===== src/rtl/booth_mul_arbiter_pkg.sv =====
// Shared widths and checker constants for the arbitrated 4x4 signed Booth multiplier.
package booth_mul_arbiter_pkg;
  localparam int OPW      = 4;
  localparam int PRODW    = 8;
  localparam int PROD_MIN = -56;
  localparam int PROD_MAX = 64;

  typedef logic [OPW-1:0]   opnd_t;
  typedef logic [PRODW-1:0] prod_t;
endpackage


===== src/rtl/booth_mul_arbiter_if.sv =====
// Request and result channels between client blocks and the multiplier arbiter.
interface booth_mul_arbiter_if
  import booth_mul_arbiter_pkg::*;
#(
  parameter int NREQ = 4,
  parameter int IDW  = 2
);
  logic [NREQ-1:0]         req_valid;
  logic [NREQ-1:0]         req_ready;
  logic [NREQ-1:0][OPW-1:0] req_x;
  logic [NREQ-1:0][OPW-1:0] req_y;
  logic                    res_valid;
  logic                    res_ready;
  prod_t                   res_z;
  logic [IDW-1:0]          res_id;

  modport master (
    output req_valid, req_x, req_y, res_ready,
    input  req_ready, res_valid, res_z, res_id
  );

  modport slave (
    input  req_valid, req_x, req_y, res_ready,
    output req_ready, res_valid, res_z, res_id
  );
endinterface


===== src/rtl/booth_multiplier.sv =====
// Combinational radix-4 Booth multiplier: full-width signed product of two OPW-bit operands.
module booth_multiplier
  import booth_mul_arbiter_pkg::*;
(
  input  opnd_t X,
  input  opnd_t Y,
  output prod_t Z
);
  prod_t          xe;
  logic [OPW:0]   ye;

  assign xe = {{(PRODW-OPW){X[OPW-1]}}, X};
  assign ye = {Y, 1'b0};

  // Each 3-bit overlapping window of Y selects one of 0, +-X, +-2X.
  function automatic prod_t booth_pp(input logic [2:0] w, input prod_t m);
    case (w)
      3'b001, 3'b010: booth_pp = m;
      3'b011:         booth_pp = m << 1;
      3'b100:         booth_pp = -(m << 1);
      3'b101, 3'b110: booth_pp = -m;
      default:        booth_pp = '0;
    endcase
  endfunction

  always_comb begin
    Z = '0;
    for (int i = 0; i < OPW/2; i++)
      Z = Z + (booth_pp(ye[2*i +: 3], xe) << (2*i));
  end
endmodule


===== src/rtl/booth_mul_arbiter.sv =====
// Round-robin arbiter sharing one Booth multiplier among NREQ requesters,
// with a single registered result slot that streams one product per cycle.
module booth_mul_arbiter
  import booth_mul_arbiter_pkg::*;
#(
  parameter int NREQ = 4,
  parameter int IDW  = 2,
  parameter int CNTW = 16
)(
  input  logic            clk,
  input  logic            rst_n,
  booth_mul_arbiter_if.slave bus,
  output logic [CNTW-1:0] op_count
);
  localparam logic [0:0] ST_EMPTY = 1'b0;
  localparam logic [0:0] ST_FULL  = 1'b1;

  logic [0:0]      state;
  logic [IDW-1:0]  ptr, gnt_idx, res_id_q;
  logic [NREQ-1:0] gnt;
  logic            found, slot_free, accept;
  int              idx;
  opnd_t           mul_x, mul_y;
  prod_t           mul_z, res_z_q;

  assign bus.res_valid = (state == ST_FULL);
  assign bus.res_z     = res_z_q;
  assign bus.res_id    = res_id_q;
  assign slot_free     = !bus.res_valid || bus.res_ready;

  // First valid requester at or after ptr, wrapping; independent of operands.
  always_comb begin
    found   = 1'b0;
    gnt_idx = '0;
    idx     = 0;
    for (int k = 0; k < NREQ; k++) begin
      idx = int'(ptr) + k;
      if (idx >= NREQ) idx = idx - NREQ;
      if (!found && bus.req_valid[idx]) begin
        found   = 1'b1;
        gnt_idx = IDW'(idx);
      end
    end
  end

  assign accept = rst_n && slot_free && found;

  always_comb begin
    gnt = '0;
    if (accept) gnt[gnt_idx] = 1'b1;
  end

  assign bus.req_ready = gnt;
  assign mul_x = bus.req_x[gnt_idx];
  assign mul_y = bus.req_y[gnt_idx];

  booth_multiplier u_mul (
    .X (mul_x),
    .Y (mul_y),
    .Z (mul_z)
  );

  always_ff @(posedge clk or negedge rst_n) begin
    if (!rst_n) begin
      state    <= ST_EMPTY;
      res_z_q  <= '0;
      res_id_q <= '0;
      ptr      <= '0;
      op_count <= '0;
    end else begin
      if (bus.res_valid && bus.res_ready) op_count <= op_count + CNTW'(1);
      // Accept wins over consume so the slot refills with no bubble.
      if (accept) begin
        state    <= ST_FULL;
        res_z_q  <= mul_z;
        res_id_q <= gnt_idx;
        ptr      <= (gnt_idx == IDW'(NREQ-1)) ? '0 : gnt_idx + 1'b1;
      end else if (bus.res_ready) begin
        state <= ST_EMPTY;
      end
    end
  end
endmodule


===== src/flat_wrapper.sv =====
// flat-port wrapper written by rule: the top's interface ports become plain ports
module booth_mul_arbiter_flat import booth_mul_arbiter_pkg::*;
#(
  parameter int NREQ = 4,
  parameter int IDW  = 2,
  parameter int CNTW = 16
)
  (clk, rst_n, op_count, bus_req_valid, bus_req_x, bus_req_y, bus_res_ready, bus_req_ready, bus_res_valid, bus_res_z, bus_res_id);
  booth_mul_arbiter_if #(.NREQ(NREQ), .IDW(IDW)) bus_i ();
  input  logic clk;
  input  logic rst_n;
  output logic [CNTW-1:0] op_count;
  input wire logic [$bits(bus_i.req_valid)-1:0] bus_req_valid;
  input wire logic [$bits(bus_i.req_x)-1:0] bus_req_x;
  input wire logic [$bits(bus_i.req_y)-1:0] bus_req_y;
  input wire logic [$bits(bus_i.res_ready)-1:0] bus_res_ready;
  output wire logic [$bits(bus_i.req_ready)-1:0] bus_req_ready;
  output wire logic [$bits(bus_i.res_valid)-1:0] bus_res_valid;
  output wire logic [$bits(bus_i.res_z)-1:0] bus_res_z;
  output wire logic [$bits(bus_i.res_id)-1:0] bus_res_id;
  assign bus_i.req_valid = bus_req_valid;
  assign bus_i.req_x = bus_req_x;
  assign bus_i.req_y = bus_req_y;
  assign bus_i.res_ready = bus_res_ready;
  assign bus_req_ready = bus_i.req_ready;
  assign bus_res_valid = bus_i.res_valid;
  assign bus_res_z = bus_i.res_z;
  assign bus_res_id = bus_i.res_id;
  booth_mul_arbiter #(.NREQ(NREQ), .IDW(IDW), .CNTW(CNTW)) u_core (.clk(clk), .rst_n(rst_n), .bus(bus_i), .op_count(op_count));
endmodule

===== config.mk =====
export PLATFORM = sky130hd
export DESIGN_NAME = booth_mul_arbiter_flat
export DESIGN_NICKNAME = d
export VERILOG_FILES = /design/src/rtl/booth_mul_arbiter_pkg.sv /design/src/rtl/booth_mul_arbiter_if.sv /design/src/rtl/booth_multiplier.sv /design/src/rtl/booth_mul_arbiter.sv /design/src/flat_wrapper.sv
export SDC_FILE = /design/constraint.sdc
export NUM_CORES = 1
export LEC_CHECK = 0
export ABC_AREA = 1
export BUFFER_PORTS_ARGS = -buffer_cell sky130_fd_sc_hd__buf_2
export CORE_AREA = 2 2 75 77
export CTS_CLUSTER_SIZE = 40
export DETAILED_ROUTE_END_ITERATION = 6
export DIE_AREA = 0 0 77 79
export PLACE_DENSITY = 0.74
export SYNTH_ARGS = -nofsm -noshare
export SYNTH_HDL_FRONTEND = slang
export SYNTH_SLANG_ARGS = --single-unit

===== constraint.sdc =====
create_clock -name clk -period 4.18 [get_ports clk]
set_clock_uncertainty 0.05 [all_clocks]
set_input_delay 0.209 -clock clk [delete_from_list [all_inputs] [get_ports clk]]
set_output_delay 0.209 -clock clk [all_outputs]
set_load 0.03 [all_outputs]

---- Word level (Yosys, flattened, before mapping) ----
Index checks and enable logic that the tools add are counted.
operators by class
  $add $sub $neg .......................... 12
  $lt $le $gt $ge ......................... 10
  equality and inequality tests ........... 10
  mux-type cells .......................... 36
  reductions and logical operators ........ 15
operators by type and width
  kind                                                                            number
  32-bit by 4-bit less-than comparator with 1-bit output (second input constant)  4
  32-bit two-way mux                                                              4
  32-bit by 4-bit >= comparator with 1-bit output (second input constant)         3
  32-bit by 4-bit subtractor with 32-bit output (second input constant)           3
  6-bit one-hot mux with 4 select lines                                           1
  8-bit one-hot mux with 3 select lines                                           1
  16-bit by 1-bit adder with 16-bit output (second input constant)                1
  4-bit binary-select mux with 2-bit select                                       2
  8-bit negation                                                                  2
  1-bit two-way mux                                                               15
  4-bit two-way mux                                                               3
  2-bit two-way mux                                                               5
  3-bit equality test (second input constant)                                     3
  8-bit adder                                                                     1
  1-bit binary-select mux with 2-bit select                                       4
  1-bit logical AND                                                               7
  2-bit by 2-bit adder with 3-bit output (second input constant)                  2
  2-bit equality test (second input constant)                                     3
  3-bit by 2-bit equality test with 1-bit output (second input constant)          2
  1-bit logical NOT                                                               4
  2-bit OR reduction                                                              2
  2-bit by 3-bit subtractor with 4-bit output (second input constant)             1
  2-bit by 1-bit adder with 3-bit output (second input constant)                  1
  3-bit by 1-bit equality test with 1-bit output (second input constant)          1
  8 further kinds                                                                 8
word-level totals
  flip-flop bits (word level) ............. 29
  input bits .............................. 39
  output and inout port bits .............. 31
  logic and storage cells ................. 88

---- Depth between registers and ports, before layout ----
Gate-level depths: netlist of run 1.
  depth after elaboration ................. 21
  depth in mapped cells ................... 33
  depth with buffers taken out ............ 31

---- Modules after synthesis ----
A second synthesis of run 1 with hierarchy kept.
unflattened totals
  cells, all modules ...................... 384
  area total of the unflattened synthesis .. 2526.2 um^2
by module, submodules not included
  module             times used  cells an instance  area each (um^2)  sequential area each (um^2)
  booth_mul_arbiter  1           278                1944.4            725.7
  booth_multiplier   1           106                581.8             0.0

---- Worst setup path after synthesis of run 1 ----
OpenSTA, ideal clock, no wires.
  path type ............................... register to register
  start point ............................. reg u_core.ptr[0]
  end point ............................... reg u_core.res_z_q[7], in the netlist u_core.bus.res_z[7]
  library setup time ...................... 0.118 ns
  data arrival time ....................... 3.335 ns
  slack ................................... 0.678 ns
  stages on the path, launching flop included .. 29
  buffers on the path ..................... 2
  clock period less this slack ............ 3.502 ns
  cell sequence ........................... dfrtp_1 buf_6 inv_6 nand2_1 nand3_1 nand2_2 nor2_4 nand3_1 nand3_1 nand2_1 buf_4 nand3_1 nand2_2 ha_1 inv_1 o21ai_0 a21oi_1 o21ai_1 ha_1 a21oi_1 nand2_1 a21oi_1 inv_1 a21oi_1 nand4_1 nand2_1 nand2_1 nand3_1 nand2_1
between the ends
  cells in the longest elaborated chain, start to end .. 21
  elaborated cells on any way between the ends .. 62
  classes of those cells .................. add/sub (10); order compare (4); eq/ne (9); mux (30); reduce/logical (9)
RTL lines
  item                                                                                                    RTL line                 source
  start: declaration                                                                                      booth_mul_arbiter.sv:19  logic [IDW-1:0] ptr, gnt_idx, res_id_q;
  start signal: assignment                                                                                booth_mul_arbiter.sv:77  ptr <= (gnt_idx == IDW'(NREQ-1)) ? '0 : gnt_idx + 1'b1;
  parallel branches: the longest is 21 deep, another holds 32-bit by 4-bit subtractor with 32-bit output  -
  end signal: assignment                                                                                  booth_mul_arbiter.sv:75  res_z_q <= mul_z;
  end: declaration                                                                                        booth_mul_arbiter.sv:24  prod_t mul_z, res_z_q;
Several ways; the timed one is not identified. The select of a mux whose other input is x is not followed.
A chain may end at the register's enable or synchronous reset.

---- Worst setup path after layout of run 1 ----
Same ends and word-level chain as after synthesis.

==> flow_summary.toml, run 1 <==
[cells_and_area]
fillCellCount = 510
drive_gt1_share_pct = 29.6
syn_to_final_growth_pct = 24.1
fin_util_pct = 58.7
antenna_cells = 0
nets = 494
final_cells = 514

[timing]
min_period_ns = 4.06
worst_slew_pin_slew_ns = 0.706
max_freq_mhz = 246
timing.slew.headroom_pct = 52.8
hold_viol = 0
finalSetupViolCount = 0
tns_ns = 0
post-route-period-util_pct = 97.2
slew_viol_final = 0
hold_slack_ns = 0.164

[worst_setup_path]
end_kind = "register"
r2r-start = "u_core.ptr[0]$_DFFE_PN0P_"
worst-endpoint-required_ns = 4.29
slowest_delay_ns = 0.44
cp-startpoint = "u_core.ptr[0]$_DFFE_PN0P_"
path_class = "register to register"
path_delay_family = "simple AND/OR/NAND/NOR gates"
cp_num_buf_inv = 5
worstPathMaxFanout = 10
startpoint_type = "register"
arrival_ns = 4.18
crit_slowest_cell = "dfrtp_2"

[clock_tree]
cts_tree = "yes"
cts_root_buffer = "clkbuf_8"
cts.clk_slew.worst_paths_ns = 0.06
cts_max_level = 2
cts_buffer_depth = 2
clk_latency_ns = 0.27
cts-buffers-inserted = 5
cts_num_sinks = 29

[grt]
grt_use_total_pct = 20.8
globalRouteOverflowTotal = 0
antenna_found_initial = 0
grt_pass1_wl_um = 10400
first_global_vias = 2405
grt_start_max_net_pins = 31

[floorplanning]
die_x_um = 77
die_area_um2 = 6080
fp-row-count = 27
die_h_um = 79
core_um2 = 5340
boundaryPins = 70
initial_core_util_pct = 47.3

[routing]
postRouteAntennaNets = 0
drt-wirelength-per-cell_um = 12.3
via_count = 2583
totalWireLength_um = 6310
drt-initial-drc-count = 99
drt_pass1_iterations = 4
drc_errors = 0
avgViaCountPerCell = 5.03

[yosys]
synth_cells = 364
synth_seq_cells = 29
synth-simple-area-share_pct = 40.6
synth_compound_area_share_pct = 6.64
synth_seq_area_share_pct = 28.7
synthMuxAreaShare_pct = 0
synth_top_area_share_pct = 28.7
synth_top_family_by_area = "simple AND/OR/NAND/NOR gates"
yosys_warnings = 0
synth-xor-area-share_pct = 6.24
avgSynthCellArea_um2 = 6.94
yosysTopAreaCell = "dfrtp_1"
synth_fa_ha_area_share_pct = 6.74
yosysUniqueCellTypes = 34
netlist_area_um2 = 2530
synth_nets = 416
ys_top_cells_by_area = "dfrtp_1, nand2_1, nand3_1"

[job]
drv_cap = 0

[min_path]
hold_class = "input pin to register"
min_from = "bus_res_ready"

[placed_design]
dp.cells = 502
hpwl_um = 4740
io_buffers = 69
gp_congestion = 0.874

[run_status]
status = "complete, no violations"
## what timing repair did
item / 4_1_cts / 5_1_grt
buffers inserted: 0 / 4
gates resized for setup: 0 / 14
endpoints found under the hold margin: 29 / 0
hold buffers: 1 / 0
setup endpoints to repair: 0 / 2
## cell families after synthesis
kind of cell               after synthesis
AOI/OAI and AO/OA                       28
adders and majority gates               13
and+or+nand+nor                        211
xor gates and xnor gates                18
buffers and inverters                   65
DFF                                     29
## flip-flops by register name, indices dropped and copies added, names as in the netlist
signal / count
u_core.op_count: 16
u_core.bus.res_z: 8
u_core.bus.res_id: 2
u_core.ptr: 2
u_core.bus.res_valid: 1
## per-layer routing
layer  vias up  wire (µm)  GRT usage (%)  share of wire [%]
met2        93       2900           34.6                 46
met3        12        385           3.98                6.1
met5         -          0              0                  0
li1       1336          -              -                  -
met4         0         92           6.96                1.5
met1      1142       2930           27.4                 46
## placed cells by master (no fill, tap or decap), drive strengths merged
| cell | count |
|---|---|
| o211ai | 4 |
| clkbuf | 7 |
| nor3 | 1 |
| xor2 | 9 |
| o31ai | 1 |
| buf | 79 |
| nand2 | 119 |
| dfrtp | 29 |
| nand3 | 48 |
| o22ai | 1 |
| xnor2 | 9 |
| a21boi | 1 |
| ha | 12 |
| nor2 | 22 |
| a21oi | 6 |
| and3 | 2 |
| o221ai | 2 |
| dlygate4sd3 | 1 |
| or2 | 1 |
| inv | 56 |
| fa | 1 |
| nand4 | 18 |
| o2111ai | 1 |
| o21ai | 12 |
## tightest hold or removal path: stages
cell	delay [ns]
buf_2	0.09
inv_1	0.05
nand2_1	0.05
nand2_1	0.05
## cell usage after synthesis
library cell    n
o21ai_0        10
buf_4           1
clkbuf_1        2
fa_1            1
nor2_4          2
ha_1           12
nor3_1          1
buf_2           3
nor2_1         18
inv_6           1
xor2_1          9
nand2_1       106
a21boi_0        1
buf_6           3
o221ai_1        2
o211ai_1        4
nor2_2          2
xnor2_1         9
o31ai_1         1
a21oi_1         6
inv_2           8
o21ai_1         2
nand3_1        38
and3_1          2
nand2_2        11
o22ai_1         1
o2111ai_1       1
nand4_1        18
nand3_2         9
nand2_4         2
or2_1           1
inv_1          47
dfrtp_1        29
nand3_4         1
## final timing paths
check | cells after the start | slack (ns) | end
min reg2reg | 1 | 0.42 | u_core.op_count[15]$_DFFE_PN0P_
min in group asynchronous | 2 | 0.44 | u_core.op_count[9]$_DFFE_PN0P_
max in group asynchronous | 2 | 3.17 | u_core.ptr[0]$_DFFE_PN0P_
min | 4 | 0.16 | u_core.bus.res_valid$_DFFE_PN0P_
max reg2reg | 28 | 0.12 | u_core.bus.res_z[7]$_DFFE_PN0P_
max | 28 | 0.12 | u_core.bus.res_z[7]$_DFFE_PN0P_
## metrics by stage
step	cell area, µm²	worst slack (ns)
finish	3140	0.118
global placement	2940	0.183
CTS	3040	0.0688
global route	3140	-0.0684
detailed placement	2940	0.0892
floorplan	2530	0.678
## area by class of cell
| type | count | area (µm²) | share of cell area, % |
|---|---|---|---|
| clock buffer | 7 | 86.3 | 2.75 |
| inverter | 56 | 218 | 6.94 |
| multi-input combinational | 270 | 1570 | 50.2 |
| sequential | 29 | 727 | 23.2 |
| tap | 72 | 90.1 | 2.87 |
| timing repair buffer | 80 | 440 | 14.0 |
Power of run 1 is left out: the tool's default activity adds up to more than one toggle a clock period on the data nets, which glitch-free logic cannot reach.
==> run 2, diff against run 1 <==
--- a/config.mk
+++ b/config.mk
@@ -11,7 +11,9 @@
 export CTS_CLUSTER_SIZE = 40
 export DETAILED_ROUTE_END_ITERATION = 6
 export DIE_AREA = 0 0 77 79
+export MAX_ROUTING_LAYER = met4
 export PLACE_DENSITY = 0.74
 export SYNTH_ARGS = -nofsm -noshare
 export SYNTH_HDL_FRONTEND = slang
+export SYNTH_HIERARCHICAL = 1
 export SYNTH_SLANG_ARGS = --single-unit
==> flow_summary.toml, run 2 <==
[yosys]
synth_seq_area_share_pct = 28.7
synth_cells = 384
synth_seq_cells = 29
synth-edff-count = 0
synth_top_area_share_pct = 28.7
async_flop_share_pct = 100
synth_nets = 433
ys.flop_type = "dfrtp_1"
yosys_warnings = 6
netlist_area_um2 = 2530
yosysTopAreaCell = "dfrtp_1"
yosysMostFrequentCell = "nand2_1"
ys_top_cells_by_area = "dfrtp_1, nand2_1, inv_1"
avgSynthCellArea_um2 = 6.58
yosysUniqueCellTypes = 33
synthTopCellsByCount = "nand2_1, inv_1, nand3_1, dfrtp_1, nor2_1"

[placed_design]
gp_congestion = 0.908
place_area_um2 = 2910
hpwl_um = 4590
io_buffers = 69
pre_cts_ws_ns = 0.234

[grt]
antenna_found_initial = 0
grt_start_max_net_pins = 31
grt_use_total_pct = 21.4
first_global_vias = 2488
globalRouteOverflowTotal = 0
grt_pass1_wl_um = 10500

[floorplanning]
die_x_um = 77
fp-row-count = 27
die_h_um = 79
boundaryPins = 70
initial_core_util_pct = 47.3

[clock_tree]
cts_num_sinks = 29
cts_root_buffer = "clkbuf_8"
cts_max_level = 2
cts_buffer_depth = 2
cts-buffers-inserted = 5

[run_status]
status = "stopped before the end"
stop_error = "[ERROR DRT-0255] Maze Route cannot find path of net clk in worker of routeBox ( 48300 0 ) ( 77000 48300 )."
lastStage = "5_2_route"

[timing]
worstEpCategory = "register data pin"
worst_endpoint = "u_core/bus.res_z[7]$_DFFE_PN0P_/D"
run 2: repair_timing:
| action | in CTS | in global routing |
|---|---|---|
| setup buffers | 0 | 6 |
| endpoints found under the setup margin | 0 | 3 |
| resized for setup | 0 | 2 |
| hold buffers | 1 | 0 |
| endpoints found under the hold margin | 29 | 0 |
run 2: through the flow:
| step | util, % | hold slack (ns) | std cells |
|---|---|---|---|
| after global routing | 58.2 | 0.178 | 533 |
| after CTS | 57.2 | 0.131 | 527 |
| after detailed placement | 54.5 | 0.220 | 518 |
| after global placement | 54.5 | 0.217 | 518 |
| after floorplan | - | -0.137 | 384 |
run 2: cells by family after synthesis:
kind of cell	count (synthesis)	synth area share [%]
compound gates	18	4.76
xor+xnor	19	6.59
fa+ha+maj	10	5.25
buf+inv	75	12.5
flops	29	28.7
simple gates	233	42.2
run 2: metal layers:
metal	global-route usage (%)
met1	25.8
met5	-
met2	36.5
met3	3.30
met4	8.04
==> run 3, diff against run 2 <==
--- a/config.mk
+++ b/config.mk
@@ -7,12 +7,10 @@
 export LEC_CHECK = 0
 export ABC_AREA = 1
 export BUFFER_PORTS_ARGS = -buffer_cell sky130_fd_sc_hd__buf_2
-export CORE_AREA = 2 2 75 77
-export CTS_CLUSTER_SIZE = 40
+export CORE_AREA = 2 2 88 90
 export DETAILED_ROUTE_END_ITERATION = 6
-export DIE_AREA = 0 0 77 79
-export MAX_ROUTING_LAYER = met4
-export PLACE_DENSITY = 0.74
+export DIE_AREA = 0 0 90 92
+export PLACE_DENSITY_LB_ADDON = 0.15
 export SYNTH_ARGS = -nofsm -noshare
 export SYNTH_HDL_FRONTEND = slang
 export SYNTH_HIERARCHICAL = 1
==> flow_summary.toml, run 3 <==
[run_status]
status = "complete, no violations"

[clock_tree]
cts_tree = "yes"
cts-buffers-inserted = 5
cts_num_sinks = 29
cts.clk_slew.worst_paths_ns = 0.06
clk_latency_ns = 0.28
cts_root_buffer = "clkbuf_8"
cts_max_level = 2
cts_buffer_depth = 2

[placed_design]
io_buffers = 69
gp_congestion = 0.922
hpwl_um = 5030
place_area_um2 = 2950

[worst_setup_path]
cp_num_buf_inv = 4
path_delay_family = "simple AND/OR/NAND/NOR gates"
path_class = "register to register"
worst-endpoint-required_ns = 4.30
end_kind = "register"
slowest_delay_ns = 0.50
startpoint_type = "register"
crit_slowest_cell = "dfrtp_2"
cp_common_cell = "nand2_1"
worstPathMaxFanout = 16
path_cells = "inv_6, nand2_1, nand3_1, nand2_2, inv_1, nand2_1, nand2_4, nand3_2, nand2_1, nand3_1, nand2_1, inv_1, ha_1, o2111ai_1, ha_1, nand2_1, nor2_1, nand2_1, o211ai_1, inv_1, nand3_1, nand2_1, nand2_1, nand2_1"
arrival_ns = 3.88

[yosys]
synth_nets = 433
async_flop_share_pct = 100
synth_seq_area_share_pct = 28.7
synthTopCellsByCount = "nand2_1, inv_1, nand3_1, dfrtp_1, nor2_1"
synth_cells = 384
ys_top_cells_by_area = "dfrtp_1, nand2_1, inv_1"
synth_seq_cells = 29
yosys_warnings = 6
netlist_area_um2 = 2530
yosysMostFrequentCell = "nand2_1"
ys.flop_type = "dfrtp_1"
yosysUniqueCellTypes = 33
avgSynthCellArea_um2 = 6.58
synth_top_area_share_pct = 28.7
synth-edff-count = 0
yosysTopAreaCell = "dfrtp_1"

[grt]
antenna_found_initial = 0
grt_use_total_pct = 15.8
grt_pass1_wl_um = 10800
grt_start_max_net_pins = 31
first_global_vias = 2427
globalRouteOverflowTotal = 0

[cells_and_area]
syn_to_final_growth_pct = 24.7
most-common-layout-cells = "nand2_1, buf_2, inv_1, nand3_1, dfrtp_1"
seqCellArea_um2 = 727
nets = 512
drive_gt1_share_pct = 23.7
final_cell_area_um2 = 3150
antenna_cells = 0
largest_reg_flops = 16
final_common_cell = "nand2_1"
fin_util_pct = 42.3
fillCellCount = 820
multiInputGateArea_um2 = 1500
regMostFlops = "u_core/op_count"

[timing]
post-route-period-util_pct = 89.9
rsz0062_at_grt = "false"
min_period_ns = 3.76
finalSetupViolCount = 0
hold_viol = 0
timing.slew.headroom_pct = 57.1
slew_viol_final = 0
hold_slack_ns = 0.145
worst_slew_pin_slew_ns = 0.643
max_freq_mhz = 266
tns_ns = 0

[routing]
drt_pass1_iterations = 6
drt-initial-drc-count = 156
postRouteAntennaNets = 0
drt-wirelength-per-cell_um = 11.4
avgViaCountPerCell = 4.74
drc_errors = 0
via_count = 2684
totalWireLength_um = 6460

[floorplanning]
die_h_um = 92
die_x_um = 90
core_um2 = 7450
die_area_um2 = 8280
fp-row-count = 32
boundaryPins = 70
initial_core_util_pct = 33.9

[min_path]
hold_class = "input pin to register"

[job]
drv_cap = 0
run 3: cell counts after synthesis:
Identical to the previous run, type by type.
run 3: cells by family (layout without fill, tap and decap cells):
group / Yosys count / count (layout) / share of synthesized area (%)
buffers and inverters: 75 / 154 / 12.5
XOR/XNOR: 19 / 19 / 6.59
adder cells (fa/ha/maj): 10 / 10 / 5.25
flip-flops: 29 / 29 / 28.7
AND/OR/NAND/NOR: 233 / 234 / 42.2
AO/OA/AOI/OAI: 18 / 18 / 4.76
run 3: metrics by stage:
stage,setup WS (ns),std cells
3_3_place_gp,0.213,548
3_5_place_dp,0.134,548
2_1_floorplan,0.924,384
4_1_cts,0.116,557
6_report,0.423,566
5_1_grt,0.0245,566
run 3: area by class of cell:
class	count	share of cell area, %
Tap cell	102	4.05
Clock inverter	1	0.159
Timing Repair Buffer	79	13.8
Multi-Input combinational cell	281	47.7
Sequential cell	29	23.1
Inverter	67	8.14
Clock buffer	7	3.06
run 3: worst min-delay path, stage by stage:
cell     delay (ns)
buf_2          0.09
inv_1          0.05
nand2_1        0.05
nand2_1        0.04
run 3: final timing paths:
path / startpoint / end / slack (ns) / depth (start not counted)
setup / recovery: u_core/ptr[0]$_DFFE_PN0P_ / u_core/bus.res_z[7]$_DFFE_PN0P_ / 0.42 / 24
hold / removal: bus_res_ready / u_core/bus.res_valid$_DFFE_PN0P_ / 0.15 / 4
setup reg to reg: u_core/ptr[0]$_DFFE_PN0P_ / u_core/bus.res_z[7]$_DFFE_PN0P_ / 0.42 / 24
hold reg to reg: u_core/op_count[15]$_DFFE_PN0P_ / u_core/op_count[15]$_DFFE_PN0P_ / 0.41 / 1
max in group asynchronous: rst_n / u_core/ptr[0]$_DFFE_PN0P_ / 3.18 / 2
min in group asynchronous: rst_n / u_core/op_count[8]$_DFFE_PN0P_ / 0.44 / 2
run 3: per-layer routing:
layer | wire [µm] | GRT usage [%] | up-vias | part of all wire, %
met5 | 0 | 0 | - | 0
met4 | 231 | 6.54 | 0 | 3.6
met3 | 373 | 2.96 | 17 | 5.8
met2 | 2860 | 26.0 | 101 | 44
met1 | 3000 | 20.6 | 1198 | 46
li1 | - | - | 1368 | -
run 3: timing repair:
action / in CTS / in global routing
hold buffers: 1 / 0
resized for setup: 0 / 2
setup endpoints to repair: 0 / 3
buffers inserted: 0 / 8
hold endpoints to repair: 29 / 0
Power of run 3 is left out for the same reason.
==> run 4, diff against run 3 <==
--- a/config.mk
+++ b/config.mk
@@ -7,6 +7,8 @@
 export LEC_CHECK = 0
 export ABC_AREA = 1
 export BUFFER_PORTS_ARGS = -buffer_cell sky130_fd_sc_hd__buf_2
+export CELL_PAD_IN_SITES_DETAIL_PLACEMENT = 1
+export CELL_PAD_IN_SITES_GLOBAL_PLACEMENT = 1
 export CORE_AREA = 2 2 88 90
 export DETAILED_ROUTE_END_ITERATION = 6
 export DIE_AREA = 0 0 90 92
==> flow_summary.toml, run 4 (synthesis results as in run 3) <==
[run_status]
status = "complete, no violations"

[clock_tree]
cts_root_buffer = "clkbuf_8"
cts_tree = "yes"
cts_num_sinks = 29
cts.clk_slew.worst_paths_ns = 0.07
clk_latency_ns = 0.28
cts_max_level = 2
cts-buffers-inserted = 5
cts_buffer_depth = 2

[routing]
drt-wirelength-per-cell_um = 13.2
postRouteAntennaNets = 0
avgViaCountPerCell = 4.71
totalWireLength_um = 7500
highest_layer = "met4"
route.met3.wl_um = 219
drt-initial-drc-count = 75
drt_pass1_iterations = 4
via_count = 2682
dr_wl_met2_um = 3830
drt-met1-wl_um = 3390
drc_errors = 0

[placed_design]
io_buffers = 69
gp_congestion = 0.832
hpwl_um = 5640
dp.cells = 548

[grt]
grt_use_total_pct = 18.4
first_global_vias = 2768
antenna_found_initial = 0
grt_pass1_wl_um = 12700
globalRouteOverflowTotal = 0
grt_start_max_net_pins = 31

[worst_setup_path]
worstPathMaxFanout = 11
arrival_ns = 3.84
end_kind = "register"
path_class = "register to register"
startpoint_type = "register"
rrSetupSlack_ns = 0.46
worst-endpoint-required_ns = 4.30
reg2reg_depth = 27

[cells_and_area]
largest_reg_flops = 16
antenna_cells = 0
regMostFlops = "u_core/op_count"
nets = 516
final_cells = 570
drive_gt1_share_pct = 25.4
fin_util_pct = 43.3
seqCellArea_um2 = 727
fillCellCount = 1013
syn_to_final_growth_pct = 27.6
most-common-layout-cells = "nand2_1, buf_2, inv_1, nand3_1, dfrtp_1"
final_common_cell = "nand2_1"
multiInputGateArea_um2 = 1530

[timing]
worst_slew_pin_slew_ns = 0.674
hold_viol = 0
post-route-period-util_pct = 89.0
finalSetupViolCount = 0
min_period_ns = 3.72
hold_slack_ns = 0.156
slew_viol_final = 0
max_freq_mhz = 269
timing.slew.headroom_pct = 55.0

[floorplanning]
initial_core_util_pct = 33.9
die_area_um2 = 8280
die_x_um = 90
core_um2 = 7450
fp-row-count = 32
die_h_um = 92
boundaryPins = 70

[job]
drv_cap = 0

[min_path]
hold_class = "input pin to register"
hold_path_depth = 4
[run 4: changes by cell type in the layout (fill, tap and decap cells not counted), sizes merged]
cell | previous run | this run
clkinv | 2 | 1
buf | 78 | 82
bufinv | 0 | 1
[run 4: through the flow]
step / TNS [ns] / cell area (µm²) / setup WS [ns]
2_1_floorplan: 0 / 2530 / 0.924
3_3_place_gp: 0 / 2950 / 0.137
3_5_place_dp: 0 / 2950 / 0.0576
4_1_cts: 0 / 3070 / 0.0127
5_1_grt: -0.0117 / 3220 / -0.0117
6_report: 0 / 3220 / 0.459
[run 4: area by class of cell]
class | count | area share [%]
well taps | 102 | 3.96
inverters | 67 | 7.96
multi-input cells | 281 | 47.5
clock buffers | 7 | 2.68
repair buffers | 83 | 14.4
clock inverters | 1 | 0.932
flip-flops and latches | 29 | 22.6
[run 4: layer usage]
metal	track usage (%)	vias to the layer above
li1	-	1373
met1	22.7	1253
met2	34.0	50
met3	2.47	6
met4	4.23	0
met5	0	-
[run 4: path summary, 6_finish.rpt]
| path | start | endpoint |
|---|---|---|
| worst max-delay path | u_core/ptr[0]$_DFFE_PN0P_ | u_core/bus.res_z[7]$_DFFE_PN0P_ |
| worst min-delay path | bus_res_ready | u_core/bus.res_valid$_DFFE_PN0P_ |
| worst max register to register | u_core/ptr[0]$_DFFE_PN0P_ | u_core/bus.res_z[7]$_DFFE_PN0P_ |
| worst min register to register | u_core/bus.res_z[1]$_DFFE_PN0P_ | u_core/bus.res_z[1]$_DFFE_PN0P_ |
| max in group asynchronous | rst_n | u_core/ptr[0]$_DFFE_PN0P_ |
| min in group asynchronous | rst_n | u_core/op_count[1]$_DFFE_PN0P_ |
[run 4: worst max-delay path, cell delays in order, from the launching register on]
cell and delay [ns]:
dfrtp_2 0.49, inv_6 0.13, nand2_1 0.08, nand3_1 0.09, nand2_1 0.10, nand2_1 0.16
nand2_1 0.12, nand2_4 0.18, nand3_4 0.15, buf_4 0.18, nand2_1 0.05, nand3_1 0.07
nand2_1 0.17, inv_2 0.11, nand2_4 0.10, nor2_2 0.06, o21ai_0 0.16, nand3_1 0.18
ha_1 0.34, nand2_1 0.05, nor2_1 0.11, nand2_1 0.06, o211ai_1 0.13, inv_1 0.07
nand3_1 0.08, nand2_1 0.05, nand2_1 0.06, nand2_1 0.04
[run 4: timing repair]
action / 4_1_cts / 5_1_grt
buffers inserted: 0 / 12
resized for setup: 0 / 8
endpoints found under the hold margin: 29 / 0
endpoints found under the setup margin: 0 / 5
hold buffers: 1 / 0
Power of run 4 is left out for the same reason.
